### config.mk
export PLATFORM = sky130hd
export DESIGN_NAME = camlink_frame_tx
export DESIGN_NICKNAME = d
export VERILOG_FILES = /design/src/rtl/camlink_pkg.sv /design/src/rtl/blank_counter.sv /design/src/rtl/camlink_frame_tx.sv
export SDC_FILE = /design/constraint.sdc
export NUM_CORES = 1
export LEC_CHECK = 0
export BUFFER_PORTS_ARGS = -buffer_cell sky130_fd_sc_hd__buf_2
export CORE_UTILIZATION = 56
export CTS_CLUSTER_SIZE = 20
export DETAILED_ROUTE_END_ITERATION = 12
export GPL_TIMING_DRIVEN = 0
export PLACE_DENSITY_LB_ADDON = 0.25
export SLEW_MARGIN = 20
export SYNTH_ARGS = -nofsm -noshare
export SYNTH_HDL_FRONTEND = slang
export SYNTH_SLANG_ARGS = --single-unit
### constraint.sdc
create_clock -name sys_clk -period 6.1 [get_ports sys_clk]
set_clock_uncertainty 0.15 [all_clocks]
set_input_delay 0.305 -clock sys_clk [delete_from_list [all_inputs] [get_ports sys_clk]]
set_output_delay 0.305 -clock sys_clk [all_outputs]
set_load 0.05 [all_outputs]
### src/rtl/camlink_pkg.sv
// Shared definitions for the Camera Link frame transmitter.
// Holds the transmitter state encoding, default widths and small helpers
// used by both the top level and the blanking counter.
package camlink_pkg;

    localparam int unsigned PixelWDefault = 24;  // pixel bits per stream beat
    localparam int unsigned CntWDefault   = 16;  // geometry / blanking counter width
    localparam int unsigned AxisDataW     = 64;  // width of the DMA stream data bus

    typedef enum logic [2:0] {
        StIdle   = 3'd0,
        StVbPre  = 3'd1,
        StLine   = 3'd2,
        StHb     = 3'd3,
        StVbPost = 3'd4
    } state_e;

    // States during which the frame-valid strobe is raised.
    function automatic logic state_in_frame(state_e s);
        return (s == StLine) || (s == StHb);
    endfunction

endpackage

### src/rtl/blank_counter.sv
// Down-counter that times the blanking intervals (pre-frame, line gap and
// post-frame gaps).
//   clk_i   : clock
//   rst_ni  : asynchronous active-low reset
//   load_i  : load a new interval length (takes priority over count_i)
//   len_i   : interval length in cycles; 0 is treated as 1
//   count_i : decrement while the interval is running
//   done_o  : high on the final cycle of the interval
module blank_counter #(
    parameter int unsigned CNT_W = camlink_pkg::CntWDefault
) (
    input  logic             clk_i,
    input  logic             rst_ni,
    input  logic             load_i,
    input  logic [CNT_W-1:0] len_i,
    input  logic             count_i,
    output logic             done_o
);

    localparam logic [CNT_W-1:0] CntOne = {{(CNT_W-1){1'b0}}, 1'b1};

    logic [CNT_W-1:0] cnt_q, cnt_d;

    // The counter holds "cycles remaining after this one", so an interval of
    // N cycles loads N-1 and finishes when it reads zero.
    always_comb begin
        cnt_d = cnt_q;
        if (load_i) begin
            cnt_d = (len_i == '0) ? '0 : len_i - CntOne;
        end else if (count_i && (cnt_q != '0)) begin
            cnt_d = cnt_q - CntOne;
        end
    end

    always_ff @(posedge clk_i or negedge rst_ni) begin
        if (!rst_ni) begin
            cnt_q <= '0;
        end else begin
            cnt_q <= cnt_d;
        end
    end

    assign done_o = (cnt_q == '0);

endmodule

### src/rtl/camlink_frame_tx.sv
// Camera Link frame transmitter: turns a one-pixel-per-beat DMA stream into
// the FVAL/LVAL/DVAL framed parallel word, inserting vertical and horizontal
// blanking. Back-pressure from the stream shows up as DVAL gaps inside a line.
//   sys_clk, sys_rst_n                : clock, async active-low reset
//   start                             : request one frame (ignored while busy)
//   image_width/height, hblank/vblank : frame geometry, latched on start
//   s_axis_*                          : pixel stream in (tready only in LINE)
//   pixel, fval, lval, dval           : Camera Link word, one cycle after the beat
//   busy, frame_done, frame_err       : status (done pulses, err is sticky)
module camlink_frame_tx
    import camlink_pkg::*;
#(
    parameter int unsigned PIXEL_W = PixelWDefault,
    parameter int unsigned CNT_W   = CntWDefault
) (
    input  logic                 sys_clk,
    input  logic                 sys_rst_n,
    input  logic                 start,
    input  logic [CNT_W-1:0]     image_width,
    input  logic [CNT_W-1:0]     image_height,
    input  logic [CNT_W-1:0]     hblank,
    input  logic [CNT_W-1:0]     vblank,
    input  logic [AxisDataW-1:0] s_axis_tdata,
    input  logic                 s_axis_tvalid,
    input  logic                 s_axis_tlast,
    output logic                 s_axis_tready,
    output logic [PIXEL_W-1:0]   pixel,
    output logic                 fval,
    output logic                 lval,
    output logic                 dval,
    output logic                 busy,
    output logic                 frame_done,
    output logic                 frame_err
);

    localparam logic [CNT_W-1:0] CntOne = {{(CNT_W-1){1'b0}}, 1'b1};

    // Reset asserts asynchronously but is released on a clock edge.
    logic rst_meta_q, rst_sync_q, rst_n_int;

    always_ff @(posedge sys_clk or negedge sys_rst_n) begin
        if (!sys_rst_n) begin
            rst_meta_q <= 1'b0;
            rst_sync_q <= 1'b0;
        end else begin
            rst_meta_q <= 1'b1;
            rst_sync_q <= rst_meta_q;
        end
    end

    assign rst_n_int = rst_sync_q;

    state_e             state_q, state_d;
    logic [CNT_W-1:0]   width_q, height_q, hblank_q, vblank_q;
    logic [CNT_W-1:0]   col_q, col_d, row_q, row_d;
    logic [PIXEL_W-1:0] pixel_q;
    logic               fval_q, lval_q, dval_q, err_q, err_d;

    logic               start_acc, beat, last_col, last_row, done_pulse;
    logic               bc_load, bc_count, bc_done;
    logic [CNT_W-1:0]   bc_len;
    logic               unused_tdata;

    assign unused_tdata = ^s_axis_tdata[AxisDataW-1:PIXEL_W];

    assign start_acc = (state_q == StIdle) && start &&
                       (image_width != '0) && (image_height != '0);
    assign beat      = (state_q == StLine) && s_axis_tvalid;
    assign last_col  = (col_q == width_q - CntOne);
    assign last_row  = (row_q == height_q - CntOne);
    assign bc_count  = (state_q == StVbPre) || (state_q == StHb) || (state_q == StVbPost);

    always_comb begin
        state_d    = state_q;
        col_d      = col_q;
        row_d      = row_q;
        err_d      = err_q;
        bc_load    = 1'b0;
        bc_len     = hblank_q;
        done_pulse = 1'b0;
        unique case (state_q)
            StIdle: begin
                if (start_acc) begin
                    state_d = StVbPre;
                    col_d   = '0;
                    row_d   = '0;
                    err_d   = 1'b0;
                    bc_load = 1'b1;
                    bc_len  = vblank;  // geometry registers load on this same edge
                end
            end
            StVbPre: begin
                if (bc_done) state_d = StLine;
            end
            StLine: begin
                if (beat) begin
                    // tlast must mark exactly the final pixel of the frame.
                    if (s_axis_tlast != (last_col && last_row)) err_d = 1'b1;
                    if (last_col) begin
                        col_d   = '0;
                        bc_load = 1'b1;
                        if (last_row) begin
                            state_d = StVbPost;
                            bc_len  = vblank_q;
                        end else begin
                            state_d = StHb;
                            row_d   = row_q + CntOne;
                        end
                    end else begin
                        col_d = col_q + CntOne;
                    end
                end
            end
            StHb: begin
                if (bc_done) state_d = StLine;
            end
            StVbPost: begin
                if (bc_done) begin
                    state_d    = StIdle;
                    done_pulse = 1'b1;
                end
            end
            default: state_d = StIdle;
        endcase
    end

    always_ff @(posedge sys_clk or negedge rst_n_int) begin
        if (!rst_n_int) begin
            state_q  <= StIdle;
            width_q  <= '0;
            height_q <= '0;
            hblank_q <= '0;
            vblank_q <= '0;
            col_q    <= '0;
            row_q    <= '0;
            err_q    <= 1'b0;
            pixel_q  <= '0;
            fval_q   <= 1'b0;
            lval_q   <= 1'b0;
            dval_q   <= 1'b0;
        end else begin
            state_q <= state_d;
            col_q   <= col_d;
            row_q   <= row_d;
            err_q   <= err_d;
            if (start_acc) begin
                width_q  <= image_width;
                height_q <= image_height;
                hblank_q <= hblank;
                vblank_q <= vblank;
            end
            if (beat) pixel_q <= s_axis_tdata[PIXEL_W-1:0];
            // The word is registered, so it trails the state by one cycle.
            fval_q <= state_in_frame(state_q);
            lval_q <= (state_q == StLine);
            dval_q <= beat;
        end
    end

    blank_counter #(
        .CNT_W (CNT_W)
    ) u_blank_counter (
        .clk_i   (sys_clk),
        .rst_ni  (rst_n_int),
        .load_i  (bc_load),
        .len_i   (bc_len),
        .count_i (bc_count),
        .done_o  (bc_done)
    );

    assign s_axis_tready = (state_q == StLine);
    assign busy          = (state_q != StIdle);
    assign frame_done    = done_pulse;
    assign frame_err     = err_q;
    assign pixel         = pixel_q;
    assign fval          = fval_q;
    assign lval          = lval_q;
    assign dval          = dval_q;

endmodule

==> results.cfg, run 1 <==
[worst_setup_path]
worstReg2RegEnd = u_blank_counter.cnt_q[12]
arrival_ns = 5.00
cp_data_required_time_ns = 6.25
critPathMaxFanout = 7
reg2reg_from = width_q[0]
crit_type = register to register
rr_worst_depth = 15
cp-end-kind = register
cp-start-kind = register
r2r_slack_ns = 1.26

[synth]
ys_top_cells_by_count = 285 x nand2_1, 145 x dfrtp_1, 73 x nor2_1
ys_seq_area_share_pct = 43.3
yosysMostFrequentCell = nand2_1
async_flop_share_pct = 100
syn_nets = 1136
synthFlopType = dfrtp_1
synth_top_area_share_pct = 43.3
ys_ff_latch = 145
ys_top_cells_by_area = dfrtp_1 43%, nand2_1 13%, xnor2_1 4.5%
synthCells = 996
yosys.area.top_type = dfrtp_1
synth_cell_types = 75
avgSynthCellArea_um2 = 8.41
synth_edf_count = 0
syn_area_mm2 = 0.00837
ys_warn_count = 0

[sta]
tns_ns = 0
tightest_slew_ns = 0.991
slew_violations = 0
finalCritPeriodShare_pct = 79.4
period_minus_slack_ns = 4.84
finalHoldViolCount = 0
setup_viol = 0
maxSlewHeadroom_pct = 33.9
rsz0062_at_grt = no
fmax_ghz = 0.206

[clock_tree]
cts-buffers-inserted = 17
htreeDepth = 4
clkSinkCount = 145
cts_resized = 0
cts_tree = built
clockBufferDepth = 2
postCtsSetupBuffers = 0
clk_pin_slew_ns = 0.07
cts_hold_buf = 85
cts_root_buffer = clkbuf_16
clock_latency_ns = 0.44

[pwr]
power_frac_comb_pct = 4.9
power_frac_seq_pct = 45.1
p_int_mw = 1.64
power.density_mw_per_mm2 = 199
p_sw_share_pct = 23.5
p_total_mw = 2.14
p_sw_mw = 0.503
leakagePower_nw = 5.32
peakVddDrop_v = 0.000221
clockPowerShare_pct = 49.9

[drt]
num_vias = 8605
drtIter0Drc = 823
drcViolationCount = 0
routed_wirelength_um = 26400
drt-pass1-iter-count = 6
vias_per_cell = 6.04
drtAntennaViolNets = 0
wl_per_cell_um = 18.5

[die]
die_h_um = 124
pin_count = 164
core-area_mm2 = 0.0146
dieWidth_um = 124
die_area_mm2 = 0.0154
rows = 44
start_util_pct = 57.4

[placed_design]
dp_hpwl_um = 17300
io_buffer_count = 123
placed_cells = 1307
gp_congestion = 0.936

[run]
drv_cap = 0

[cells_and_area]
diodes = 0
final_nets = 1367
final_cells = 1424
syn2layout_area_growth_pct = 28.4
final_util_pct = 73.7
drive_above_1_share_pct = 15.5

[hold_path]
hold_path_class = primary input to async pin

[global_routing]
grt_max_degree = 51
grt.overflow.total = 0
antenna_found_initial = 0
grt_pass1_vias = 8451
grtUsageTotal_pct = 35.1
grt_pass1_wl_um = 42700

[outcome]
status = complete, no violations
==> state kept, by name, indices dropped and copies added (netlist names), 3 cells and up <==
register,flops
pixel,24
col_q,16
hblank_q,16
height_q,16
row_q,16
u_blank_counter.cnt_q,16
vblank_q,16
width_q,16
state_q,3
==> power groups by stage <==
stage / clock network (mW) / registers (mW) / logic, mW
5_1_grt: 1.12 / 0.966 / 0.113
3_3_place_gp: 0 / 0.999 / 0.0382
6_report: 1.07 / 0.966 / 0.106
4_1_cts: 1.07 / 0.966 / 0.101
3_5_place_dp: 0 / 0.984 / 0.0599
2_1_floorplan: 0 / 0.994 / 0.00219
==> per-stage QoR <==
stage	hold slack (ns)	worst slack [ns]	cell area [um2]
4_1_cts	0.0238	1.36	10800
5_1_grt	0.0495	0.999	10800
3_5_place_dp	-0.0537	1.39	9300
3_3_place_gp	-0.0569	-0.0323	9220
2_1_floorplan	-0.141	1.61	8370
6_report	0.0391	1.26	10800
==> cell usage in the layout, fill, tap and decap left out, types with 5 or more instances in the layout <==
cell type      instances
nor3b_1                5
o22ai_1               13
or3_1                 15
clkbuf_16             17
dfrtp_1              144
and4_1                 6
a211oi_1               8
nor2b_1                6
ha_1                   7
buf_2                126
a31oi_1               11
nor4_1                20
clkbuf_1              32
o21ai_0               24
o31ai_1               12
inv_1                 18
nand2_1              285
or4_1                 10
mux2_2                 7
xor2_1                41
dlygate4sd3_1         85
nand3_1               34
nand2b_1               7
nor2_1                73
and3_1                11
a21oi_1               18
or2_2                  5
a211o_1                5
xnor2_1               43
nand4_1               23
mux2i_1               12
nor3_1                26
==> area by class of cell <==
cell class,count,area [um2]
clock inverters,15,176
inverters,19,71.3
multi-input cells,792,4520
flip-flops and latches,145,3630
plain buffers,40,163
well taps,184,230
fillers,1056,3830
clock buffers,17,425
repair buffers,212,1540
==> routing by layer <==
layer,wire length (um),up-vias,global-route usage (%)
met1,10400,4101,44.3
met4,1140,0,15.0
met5,0,-,0
li1,-,3938,-
met2,12700,469,58.2
met3,2140,97,7.47
==> critical path, stage by stage (launching register included) <==
cell and delay (ns):
dfrtp_1 0.42, inv_1 0.09, ha_1 0.29, or4b_2 0.64
o41ai_1 0.43, o32a_1 0.24, a21oi_1 0.09, and4_1 0.23
clkbuf_1 0.20, nand2_1 0.26, o31a_1 0.35, ha_1 0.32
inv_1 0.12, or4_1 0.58, a31oi_1 0.19, o31ai_1 0.10
==> kinds of logic (layout without fill, tap and decap cells) <==
kind of cell             Yosys count  in the layout  synth area share, %
flip-flops                       145            145                 43.3
adder cells (fa/ha/maj)            7              7                 1.05
XOR/XNOR                          85             85                 9.05
other                              1              1               0.0448
multiplexers                      19             19                 2.38
AND/OR/NAND/NOR                  550            550                 30.7
buffers and inverters             59            303                 2.79
AO/OA/AOI/OAI                    130            130                 10.7
==> how the worst max path moves through the flow <==
stage	startpoint	endpoint	slack, ns	cells past startpoint
2_1_floorplan	rst_n_int	col_q[0]	1.61	0
3_3_place_gp	rst_n_int	col_q[7]	-0.03	0
3_5_place_dp	width_q[0]	u_blank_counter.cnt_q[12]	1.39	15
4_1_cts	width_q[0]	u_blank_counter.cnt_q[12]	1.36	15
5_1_grt	height_q[0]	u_blank_counter.cnt_q[12]	1.0	15
6_report	width_q[0]	u_blank_counter.cnt_q[12]	1.26	15
(Power assumes the default switching activity.)
==> run 2, diff against run 1 <==
Settings changed: ABC_AREA set to 1, CORE_UTILIZATION 56 to 57.
Clock period 6.1 ns to 4.6 ns, I/O delays scaled along.
==> results.cfg, run 2 <==
[clock_tree]
clock_latency_ns = 0.44
htreeDepth = 4
clk_pin_slew_ns = 0.07
clockBufferDepth = 2
clkSinkCount = 145
cts_tree = built
cts_root_buffer = clkbuf_16
cts_resized = 0
cts-buffers-inserted = 17

[cells_and_area]
layout_commonest_cell = nand2_1
final_util_pct = 74.6
largest_register_ffs = 24
syn2layout_area_growth_pct = 27.4
final_cell_mix = 454 x nand2_1, 144 x dfrtp_1, 140 x inv_1
final_nets = 1658
final_cells = 1743
final_cell_area_mm2 = 0.0114
drive_above_1_share_pct = 15.5

[synth]
synth_cell_types = 42
ys_seq_area_share_pct = 40.6
ys_top_cells_by_area = dfrtp_1 41%, nand2_1 19%, inv_1 5.9%
synthFlopType = dfrtp_1
synthCells = 1284
synth_top_area_share_pct = 40.6
yosysMostFrequentCell = nand2_1
ys_top_cells_by_count = 454 x nand2_1, 145 x dfrtp_1, 140 x inv_1
yosys.area.top_type = dfrtp_1
async_flop_share_pct = 100
syn_area_mm2 = 0.00894
avgSynthCellArea_um2 = 6.96
ys_ff_latch = 145
ys_warn_count = 0
synth_edf_count = 0
syn_nets = 1424

[sta]
fmax_ghz = 0.260
tns_ns = 0
finalCritPeriodShare_pct = 83.8
slew_violations = 0
finalHoldViolCount = 0
rsz0062_at_grt = no
period_minus_slack_ns = 3.85
tightest_slew_ns = 0.725
maxSlewHeadroom_pct = 51.7
setup_viol = 0

[outcome]
status = complete, no violations

[placed_design]
placed_cells = 1620
dp_hpwl_um = 17700
io_buffer_count = 123
gp_congestion = 0.934
postPlaceCellArea_mm2 = 0.00987

[drt]
vias_per_cell = 5.39
wl_per_cell_um = 15.4
num_vias = 9392
drt-pass1-iter-count = 6
routed_wirelength_um = 26800
drtAntennaViolNets = 0
drtIter0Drc = 809
drcViolationCount = 0

[die]
dieWidth_um = 127
pin_count = 164
die_h_um = 127
start_util_pct = 58.6
rows = 45
core-area_mm2 = 0.0153
die_area_mm2 = 0.0162

[pwr]
leakagePower_nw = 5.82
p_total_mw = 7.53
peakVddDrop_v = 0.000488
power.density_mw_per_mm2 = 661

[worst_setup_path]
cp-start-kind = primary input
crit_type = primary input to register
cp-end-kind = register
cp_data_required_time_ns = 4.81
critPathMaxFanout = 10
crit_slowest_cell = nor4_1
worstPathCellList = dlygate4sd3_1, buf_2, nor4_1, nand4_1, nand3_2, clkbuf_1, nand2_1, nand2_1, a21oi_1, nand2_1, nand2_1, ha_1, inv_1, nor2_1, nand2_1, nor2_2, a21oi_4, buf_6, nand2_1, a21oi_1
crit_top_cell = nand2_1
arrival_ns = 4.06
cpPeakStageDelay_ns = 0.61

[global_routing]
grt_max_degree = 54
antenna_found_initial = 1
grt.overflow.total = 0
grt_pass1_wl_um = 43300
grtUsageTotal_pct = 34.4
grt_pass1_vias = 9021

[run]
drv_cap = 0

[hold_path]
hold_path_class = primary input to register
## run 2: path summary, 6_finish.rpt
path	startpoint	endpoint	slack (ns)	cells after the start
worst max-delay path	image_width[13]	u_blank_counter.cnt_q[12]	0.75	20
worst min-delay path	s_axis_tvalid	pixel[3]	0.09	4
worst max register to register	height_q[0]	u_blank_counter.cnt_q[12]	0.76	25
worst min register to register	rst_n_int	pixel[19]	0.22	0
max in group asynchronous	rst_n_int	row_q[15]	3.36	1
min in group asynchronous	rst_n_int	pixel[19]	0.22	0
## run 2: routing by layer
layer | routed length (um) | share of wire, % | vias up | global-route usage, %
met4 | 1160 | 4.3 | 0 | 17.5
met3 | 1790 | 6.7 | 115 | 7.16
met5 | 0 | 0 | - | 0
met1 | 11100 | 41 | 4332 | 42.8
li1 | - | - | 4505 | -
met2 | 12800 | 48 | 440 | 56.8
## run 2: area by class of cell
cell class	count	area [um2]
diodes	1	2.50
flip-flops and latches	145	3630
well taps	211	264
inverters	149	559
repair buffers	215	1560
fillers	1085	3870
clock buffers	17	425
clock inverters	15	188
plain buffers	33	168
multi-input cells	957	4590
## run 2: kinds of logic after synthesis
family / share of synthesized area, %
simple gates: 38.8
buf+inv: 8.13
flops: 40.6
compound gates: 7.18
xor+xnor: 4.31
fa+ha+maj: 0.980
other cells: 0.0419
## run 2: what timing repair did
item | 4_1_cts | 5_1_grt
endpoints found under the hold margin | 90 | 0
hold buffers | 90 | 0
setup buffers | 0 | 0
## run 2: report_power, final
group	internal (mW)	switching (mW)	leakage [nW]	total, mW
Sequential	1.76	0.410	1.84	2.17
Clock	0.783	0.662	0.294	1.44
Combinational	1.20	2.71	3.69	3.91
## run 2: per-stage QoR
step                      setup slack [ns]  hold WS (ns)
after floorplan                      0.111        -0.216
after global routing                 0.436         0.111
after CTS                            0.780        0.0819
final                                0.747        0.0913
after global placement               -1.48        -0.132
after detailed placement             0.823        -0.132
## run 2: critical path, delay by kind of cell
family | cells | cell delay (ns)
compound gates | 3 | 0.47
buf+inv | 5 | 1.38
fa+ha+maj | 1 | 0.20
simple gates | 11 | 1.79
==> run 3, diff against run 2 <==
Settings changed: CORE_UTILIZATION 57 to 51.
Clock period 4.6 ns to 3.3 ns, I/O delays scaled along.
==> results.cfg, run 3 (same netlist as run 2, synthesis figures left out) <==
[die]
core-area_mm2 = 0.0172
pin_count = 164
start_util_pct = 51.9
die_area_mm2 = 0.0181
dieWidth_um = 134
die_h_um = 134
rows = 48

[placed_design]
dp_hpwl_um = 17900
io_buffer_count = 123
gp_congestion = 0.903
postPlaceCellArea_mm2 = 0.00990

[pwr]
p_int_mw = 5.67
clockPowerShare_pct = 17.5
power.density_mw_per_mm2 = 946
power_frac_comb_pct = 55.8
leakagePower_nw = 6.09
p_sw_share_pct = 50.9
power_frac_seq_pct = 26.7
peakVddDrop_v = 0.000727
p_sw_mw = 5.89

[sta]
rsz0062_at_grt = yes
fin_ws_ns = -0.131
setup_viol = 16
tightest_slew_ns = 0.670
finalCritPeriodShare_pct = 104
fmax_ghz = 0.291
maxSlewHeadroom_pct = 55.4
finalHoldViolCount = 0
tns_ns = -1.56
period_minus_slack_ns = 3.43
slew_violations = 0

[global_routing]
grt_pass1_wl_um = 44500
grt_pass1_vias = 9257
antenna_found_initial = 2
grt_max_degree = 53
grtUsageTotal_pct = 31.1
grt.overflow.total = 0

[drt]
drt-pass1-iter-count = 8
wl_per_cell_um = 15.6
highest_layer = met4
vias_per_cell = 5.35
drcViolationCount = 0
route.met2.wl_um = 13500
wl_met3_um = 1690
num_vias = 9558
drtIter0Drc = 702
routed_wirelength_um = 27800
drtAntennaViolNets = 0
wl_met1_um = 11600

[clock_tree]
clock_latency_ns = 0.44
cts-buffers-inserted = 17
clkSinkCount = 145
cts_root_buffer = clkbuf_16
cts_tree = built
htreeDepth = 4
clockBufferDepth = 2
clk_pin_slew_ns = 0.07

[worst_setup_path]
cp_data_required_time_ns = 3.51
cp-end-kind = register
crit_type = register to register
r2r_slack_ns = -0.13
reg2reg_from = height_q[0]
rr_worst_depth = 26
critPathMaxFanout = 5
cp-start-kind = register
worstReg2RegEnd = u_blank_counter.cnt_q[9]
arrival_ns = 3.64

[cells_and_area]
final_cell_mix = 437 x nand2_1, 140 x dfrtp_1, 131 x inv_1
drive_above_1_share_pct = 23.1
largest_register_ffs = 24
final_cell_area_mm2 = 0.0122
nFillCells = 1266
syn2layout_area_growth_pct = 36.6
final_nets = 1685
layout_commonest_cell = nand2_1

[hold_path]
hp-start = s_axis_tlast
hold_end = frame_err
hold_path_class = primary input to register
min_path_cells = 5

[outcome]
status = finished, violations left
failed_checks = negative setup slack

[run]
drv_cap = 0
run 3: cell count changes in the layout (fill, tap and decap cells not counted), sizes merged:
cell / change
buf: +27
inv: +3
clkinv: -2
clkinvlp: -1
diode: +1
run 3: how the worst max path moves through the flow:
| stage | start | to | slack, ns | cells past startpoint |
|---|---|---|---|---|
| after floorplan | height_q[0] | u_blank_counter.cnt_q[5] | 0.14 | 25 |
| after CTS | width_q[0] | u_blank_counter.cnt_q[9] | -0.03 | 28 |
| after global placement | state_q[0] | u_blank_counter.cnt_q[12] | -0.39 | 21 |
| final | height_q[0] | u_blank_counter.cnt_q[9] | -0.13 | 26 |
| after global routing | height_q[0] | u_blank_counter.cnt_q[9] | -0.35 | 27 |
| after detailed placement | height_q[0] | u_blank_counter.cnt_q[9] | -0.39 | 25 |
run 3: worst max-delay path, stage by stage, from the launching register on:
cell     delay, ns
dfrtp_1       0.40
inv_2         0.10
ha_4          0.16
buf_4         0.12
nand2_1       0.06
nand2_1       0.08
nand2_1       0.05
nand2_1       0.05
nand3_1       0.09
nor2_1        0.15
nand4_1       0.15
nor2_4        0.20
nand3_4       0.10
buf_8         0.15
nand2_2       0.06
nand3_2       0.06
nand2_2       0.09
o21ai_4       0.10
ha_4          0.18
inv_4         0.06
nor2_4        0.03
nand2_2       0.08
nor2_4        0.06
a21oi_4       0.22
buf_6         0.19
nand3_4       0.08
a21oi_2       0.13
run 3: cell type report:
type                       count  area (um2)  area share, %
sequential                   145        3640           29.8
tap                          225         282           2.30
clock inverter                15         184           1.51
multi-input combinational    957        5130           42.0
timing repair buffer         242        1790           14.7
antenna                        2        5.00         0.0410
inverter                     149         566           4.63
buffer                        33         193           1.58
clock buffer                  17         425           3.48
run 3: repair_timing:
item                                    in CTS  in global routing
buffers inserted                            18                  8
pin swaps                                   26                 44
endpoints found under the setup margin      36                 34
cloned                                       1                  0
gates resized for setup                     68                 82
hold endpoints to repair                    90                  0
hold buffers                                90                  0
run 3: metrics by stage:
| stage | instances | worst slack [ns] | hold slack, ns | utilization, % | total power, mW |
|---|---|---|---|---|---|
| detailed placement | 1634 | -0.388 | -0.197 | 57.5 | 8.23 |
| CTS | 1775 | -0.0325 | 0.00884 | 68.5 | 10.8 |
| global placement | 1632 | -0.394 | -0.197 | 57.1 | 8.09 |
| finish | 1785 | -0.131 | 0.00504 | 70.9 | 11.6 |
| global route | 1785 | -0.348 | 0.0708 | 70.9 | 12.3 |
| floorplan | 1284 | 0.139 | -0.281 | - | 6.93 |
run 3: power by group through the flow:
stage                     clock (mW)  combinational, mW  sequential, mW
after floorplan                    0               3.47            3.47
after global placement             0               5.05            3.04
after detailed placement           0               5.21            3.03
after CTS                       2.03               5.74            3.03
after global routing            2.10               7.08            3.17
final                           2.02               6.45            3.09
run 3: layer usage:
| layer | GRT usage [%] | vias up |
|---|---|---|
| li1 | - | 4563 |
| met1 | 40.1 | 4513 |
| met2 | 51.7 | 382 |
| met3 | 4.50 | 100 |
| met4 | 14.5 | 0 |
| met5 | 0 | - |
